`config.mk`:
```
export PLATFORM = sky130hd
export DESIGN_NAME = clk_flk_frontend
export DESIGN_NICKNAME = d
export VERILOG_FILES = /design/src/rtl/clk_flk_frontend_pkg.sv /design/src/rtl/clk_flk_frontend_debouncer.sv /design/src/rtl/clk_flk_frontend.sv
export SDC_FILE = /design/constraint.sdc
export NUM_CORES = 1
export LEC_CHECK = 0
export CAP_MARGIN = 20
export CORE_ASPECT_RATIO = 1.4
export CORE_MARGIN = 5
export CORE_UTILIZATION = 25
export CTS_CLUSTER_SIZE = 10
export DETAILED_ROUTE_END_ITERATION = 12
export SLEW_MARGIN = 20
export SYNTH_ARGS = -nofsm -noshare
export SYNTH_HDL_FRONTEND = slang
export SYNTH_SLANG_ARGS = --single-unit
export TNS_END_PERCENT = 100
```
`constraint.sdc`:
```
create_clock -name clk -period 5.91 [get_ports clk]
set_clock_uncertainty 0.05 [all_clocks]
set_input_delay 1.773 -clock clk [delete_from_list [all_inputs] [get_ports clk]]
set_output_delay 1.773 -clock clk [all_outputs]
set_load 0.05 [all_outputs]
```
`src/rtl/clk_flk_frontend_pkg.sv`:
```
// Shared definitions for the flick-button front end: debounce states,
// parameter defaults and a counter-width helper.
package clk_flk_frontend_pkg;

   localparam int DIV_HALF_DEF   = 50_000_000;
   localparam int DEB_CYCLES_DEF = 1_000_000;

   typedef enum logic [1:0] {
      IDLE_LO,
      CHK_HI,
      IDLE_HI,
      CHK_LO
   } deb_state_t;

   // Counter width for a modulus n, never narrower than one bit.
   function automatic int cnt_width(input int n);
      return (n > 1) ? $clog2(n) : 1;
   endfunction

endpackage

```
`src/rtl/clk_flk_frontend_debouncer.sv`:
```
// Two-flop synchronizer plus debounce FSM; emits the debounced level and a
// one-cycle press pulse when a rising level is accepted.
module flk_debouncer
   import clk_flk_frontend_pkg::*;
#(
   parameter int DEB_CYCLES = DEB_CYCLES_DEF
) (
   input  logic clk,
   input  logic rst,
   input  logic flk_raw,
   output logic deb,
   output logic press
);

   localparam int CW = cnt_width(DEB_CYCLES);

   logic          sync_p0;
   logic          sync;
   deb_state_t    state;
   deb_state_t    state_nxt;
   logic [CW-1:0] deb_cnt;
   logic [CW-1:0] deb_cnt_nxt;
   logic          deb_nxt;
   logic          press_nxt;
   logic          done;

   always_ff @(posedge clk or posedge rst) begin
      if (rst) begin
         sync_p0 <= 1'b0;
         sync    <= 1'b0;
      end else begin
         sync_p0 <= flk_raw;
         sync    <= sync_p0;
      end
   end

   // The sample that moved the FSM into a CHK state counts as the first one,
   // so acceptance happens when the current sample completes DEB_CYCLES.
   assign done = (int'(deb_cnt) + 2 >= DEB_CYCLES);

   always_comb begin
      state_nxt   = state;
      deb_cnt_nxt = deb_cnt;
      deb_nxt     = deb;
      press_nxt   = 1'b0;
      case (state)
         IDLE_LO: begin
            if (sync) begin
               state_nxt   = CHK_HI;
               deb_cnt_nxt = '0;
            end
         end
         CHK_HI: begin
            if (!sync) begin
               state_nxt = IDLE_LO;
            end else if (done) begin
               state_nxt   = IDLE_HI;
               deb_cnt_nxt = '0;
               deb_nxt     = 1'b1;
               press_nxt   = 1'b1;
            end else begin
               deb_cnt_nxt = deb_cnt + 1'b1;
            end
         end
         IDLE_HI: begin
            if (!sync) begin
               state_nxt   = CHK_LO;
               deb_cnt_nxt = '0;
            end
         end
         CHK_LO: begin
            if (sync) begin
               state_nxt = IDLE_HI;
            end else if (done) begin
               state_nxt   = IDLE_LO;
               deb_cnt_nxt = '0;
               deb_nxt     = 1'b0;
            end else begin
               deb_cnt_nxt = deb_cnt + 1'b1;
            end
         end
         default: state_nxt = IDLE_LO;
      endcase
   end

   always_ff @(posedge clk or posedge rst) begin
      if (rst) begin
         state   <= IDLE_LO;
         deb_cnt <= '0;
         deb     <= 1'b0;
         press   <= 1'b0;
      end else begin
         state   <= state_nxt;
         deb_cnt <= deb_cnt_nxt;
         deb     <= deb_nxt;
         press   <= press_nxt;
      end
   end

endmodule

```
`src/rtl/clk_flk_frontend.sv`:
```
// Flick-button front end: clock divider plus transfer of debounced presses
// onto flk, updated only when the divided clock falls.
module clk_flk_frontend
   import clk_flk_frontend_pkg::*;
#(
   parameter int DIV_HALF   = DIV_HALF_DEF,
   parameter int DEB_CYCLES = DEB_CYCLES_DEF
) (
   input  logic clk,
   input  logic rst,
   input  logic flk_raw,
   output logic div_clk,
   output logic flk,
   output logic flk_pending
);

   localparam int            DW       = cnt_width(DIV_HALF);
   localparam logic [DW-1:0] DIV_LAST = DW'(DIV_HALF - 1);

   logic [DW-1:0] div_cnt;
   logic          wrap;
   logic          fall_evt;
   logic          deb;
   logic          press;

   flk_debouncer #(
      .DEB_CYCLES (DEB_CYCLES)
   ) u_deb (
      .clk     (clk),
      .rst     (rst),
      .flk_raw (flk_raw),
      .deb     (deb),
      .press   (press)
   );

   assign wrap     = (div_cnt == DIV_LAST);
   assign fall_evt = wrap & div_clk;

   always_ff @(posedge clk or posedge rst) begin
      if (rst) begin
         div_cnt <= '0;
         div_clk <= 1'b0;
      end else if (wrap) begin
         div_cnt <= '0;
         div_clk <= ~div_clk;
      end else begin
         div_cnt <= div_cnt + 1'b1;
      end
   end

   // A press landing on the fall edge goes straight to flk and never pends.
   always_ff @(posedge clk or posedge rst) begin
      if (rst) begin
         flk         <= 1'b0;
         flk_pending <= 1'b0;
      end else if (fall_evt) begin
         flk         <= flk_pending | press | deb;
         flk_pending <= 1'b0;
      end else if (press) begin
         flk_pending <= 1'b1;
      end
   end

endmodule

```
==> impl_metrics.json <==
{
  "n_antenna_cell": 0,
  "finalSetupViolCount": 0,
  "critPathLaunchType": "flip-flop",
  "grt.total_usage_pct": 9.210,
  "htree_levels": 2,
  "fillCellCount": 1230,
  "wl_per_cell_um": 13.23,
  "avgViaCountPerCell": 4.891,
  "die_x_um": 102.0,
  "rrSetupSlack_ns": 2.60,
  "synth_area_um2": 2959,
  "crit_family": "buffers and inverters",
  "critPathArrivalTime_ns": 1.55,
  "status": "finished clean",
  "ys_seq_elements": 55,
  "cts_buffers": 5,
  "place_ws_ns": 2.623,
  "grt_pass1_wl_mm": 10.72,
  "synthToLayoutAreaGrowth_pct": 12.52,
  "final_util_pct": 28.45,
  "post-dp-hpwl_mm": 4.491,
  "drc": 0,
  "pin_count": 6,
  "end_kind": "output pin",
  "clk_pin_slew_ns": 0.07,
  "async_reset_ff_share_pct": 100.0,
  "max_cap_violations": 0,
  "yosysUniqueCellTypes": 48,
  "fin_area_um2": 3329,
  "power_density_nw_per_um2": 221.4,
  "cpPeakStageDelay_ns": 0.83,
  "cts_setup_buffers": 0,
  "ys.flop_type": "dfrtp_1",
  "routed_wl_mm": 6.166,
  "antenna_found_initial": 0,
  "worst-setup-path-type": "flip-flop to output pin",
  "drtIter0Drc": 75,
  "syn_area_per_cell_um2": 9.394,
  "drv_slew": 0,
  "dr.pass1.iters": 4,
  "synth_seq_area_share_pct": 46.51,
  "critPathMaxFanout": 5,
  "largest_reg_flops": 26,
  "gp_congestion": 0.8335,
  "synth_edf_count": 0,
  "path_cells": "clkdlybuf4s50_1",
  "worst_path_max_delay_cell": "clkdlybuf4s50_1",
  "synth_nets": 322,
  "fin_nets": 326,
  "cts.sinks": 55,
  "setup_tns_ns": 0,
  "placed_cell_area_um2": 3163,
  "synth_area_leaders": "dfrtp_1, nor2_1, a22o_1",
  "fin_ws_ns": 2.541,
  "cts_resized": 0,
  "path_buf_inv": 1,
  "finalCritPeriodShare_pct": 57.00,
  "postCtsHoldBufs": 0,
  "cp_data_required_time_ns": 4.09,
  "fp.dieH_um": 138.7,
  "synth_top_area_cell": "dfrtp_1",
  "p_leak_nw": 1.427,
  "cts-root-buf": "clkbuf_16",
  "ir_worst_vdd_mv": 0.1212,
  "rsz0062_at_grt": "no",
  "reg.largest.list": "div_cnt (26), u_deb.deb_cnt (20)",
  "synth.top_cell.area_share_pct": 46.51,
  "finalHoldViolCount": 0,
  "yosys_warnings": 0,
  "insertion_delay_ns": 0.29,
  "top_register": "div_cnt",
  "power.total_mw": 0.7373,
  "relSlewSlack_pct": 42.79,
  "num_rows": 47,
  "hp-class": "flip-flop to flip-flop",
  "cts_tree": "done",
  "die_area_um2": 14140,
  "num_vias": 2279,
  "portBuffers": 5,
  "tightest_slew_ns": 0.8581,
  "fmax_ghz": 0.2969,
  "core-area_um2": 11700,
  "grt_overflow": 0,
  "drtAntennaViolNets": 0,
  "grt_max_degree": 37,
  "grt_pass1_vias": 2336,
  "fin_crit_ns": 3.369,
  "clock_path_buffers": 2,
  "syn_inst": 315,
  "start_util_pct": 25.29,
  "layout-drive-gt1-share_pct": 6.270
}
==> per-stage QoR <==
| step | instances | hold slack [ns] |
|---|---|---|
| after floorplan | 315 | 0.2812 |
| after global placement | 458 | 0.2835 |
| after detailed placement | 458 | 0.2912 |
| after CTS | 465 | 0.3068 |
| after global routing | 466 | 0.3159 |
| final | 466 | 0.3032 |
==> worst register-to-register path, stage by stage (launching register included) <==
cell	delay (ns)
dfrtp_1	0.45
ha_1	0.23
inv_2	0.09
or4_4	0.56
mux2i_1	0.17
a2bb2oi_1	0.12
a21o_1	0.17
o21ai_2	0.66
nor2_2	0.34
a32o_1	0.35
==> area by class of cell <==
cell class                      instances  area (um2)  share of cell area [%]
Timing Repair Buffer                    8       72.57                   2.180
Inverter                                9       33.78                   1.015
Sequential cell                        55        1376                   41.34
Clock inverter                          1       30.03                  0.9019
Tap cell                              147       183.9                   5.524
Multi-Input combinational cell        240        1504                   45.17
Clock buffer                            6       128.9                   3.871
==> final timing paths <==
kind                                   from                end  cells after the start
setup / recovery                    div_clk            div_clk                      1
hold / removal                u_deb.sync_p0         u_deb.sync                      0
setup reg to reg           u_deb.deb_cnt[1]  u_deb.deb_cnt[16]                      9
hold reg to reg               u_deb.sync_p0         u_deb.sync                      0
max in group asynchronous               rst  u_deb.deb_cnt[14]                      3
min in group asynchronous               rst          u_deb.deb                      2
==> logic make-up (layout without fill, tap and decap cells) <==
| kind of cell | after synthesis | in the layout | synth area share (%) |
|---|---|---|---|
| simple gates | 147 | 147 | 26.60 |
| mux | 3 | 3 | 1.015 |
| buf+inv | 20 | 24 | 2.833 |
| xor+xnor | 28 | 28 | 8.288 |
| fa+ha+maj | 4 | 4 | 1.691 |
| flops | 55 | 55 | 46.51 |
| compound gates | 58 | 58 | 13.07 |
==> metal layers <==
layer  track usage, %  routed length (um)
met1            10.20                2551
met3            1.661                 102
met4            3.455                  95
met5                0                   0
met2            17.03                3417
==> power breakdown <==
group / total [mW] / internal (mW) / switching [mW]
clock network: 0.325 / 0.198 / 0.127
logic: 0.0275 / 0.00784 / 0.0197
registers: 0.385 / 0.380 / 0.00539
==> cell usage in the layout (no fill, tap or decap), types with 4 or more instances in the layout <==
cell,instances
ha_1,4
clkdlybuf4s50_1,5
xnor2_1,14
a22o_1,14
nand2_1,25
nor3_1,9
xor2_1,14
inv_1,6
dfrtp_1,55
and3_1,8
nand4_1,13
nand3_1,16
a21oi_1,6
nor4_1,4
o21ai_1,16
or3_1,4
clkbuf_16,5
nor2b_1,10
nor2_1,37
o21ai_0,8
==> synth_stat cells (2+ instances only) <==
cell type and n:
or3_1 4, nand2_1 25, nor2b_1 10, nand4_1 13
and3_1 8, inv_1 7, clkbuf_1 6, xor2_1 14
o21ai_1 16, dfrtp_1 55, inv_2 2, and4_1 3
nor2_2 2, ha_1 4, nand3_1 16, a22o_1 14
a21o_1 2, xnor2_1 14, nor4_1 4, o21ai_0 8
buf_2 4, a31oi_1 2, nor2_1 37, and2_1 2
or4_1 2, a21oi_1 6, nand2b_1 2, mux2i_1 3
nor3_1 10, nor3b_1 2
Note: power is estimated with default switching activity, not from simulation.
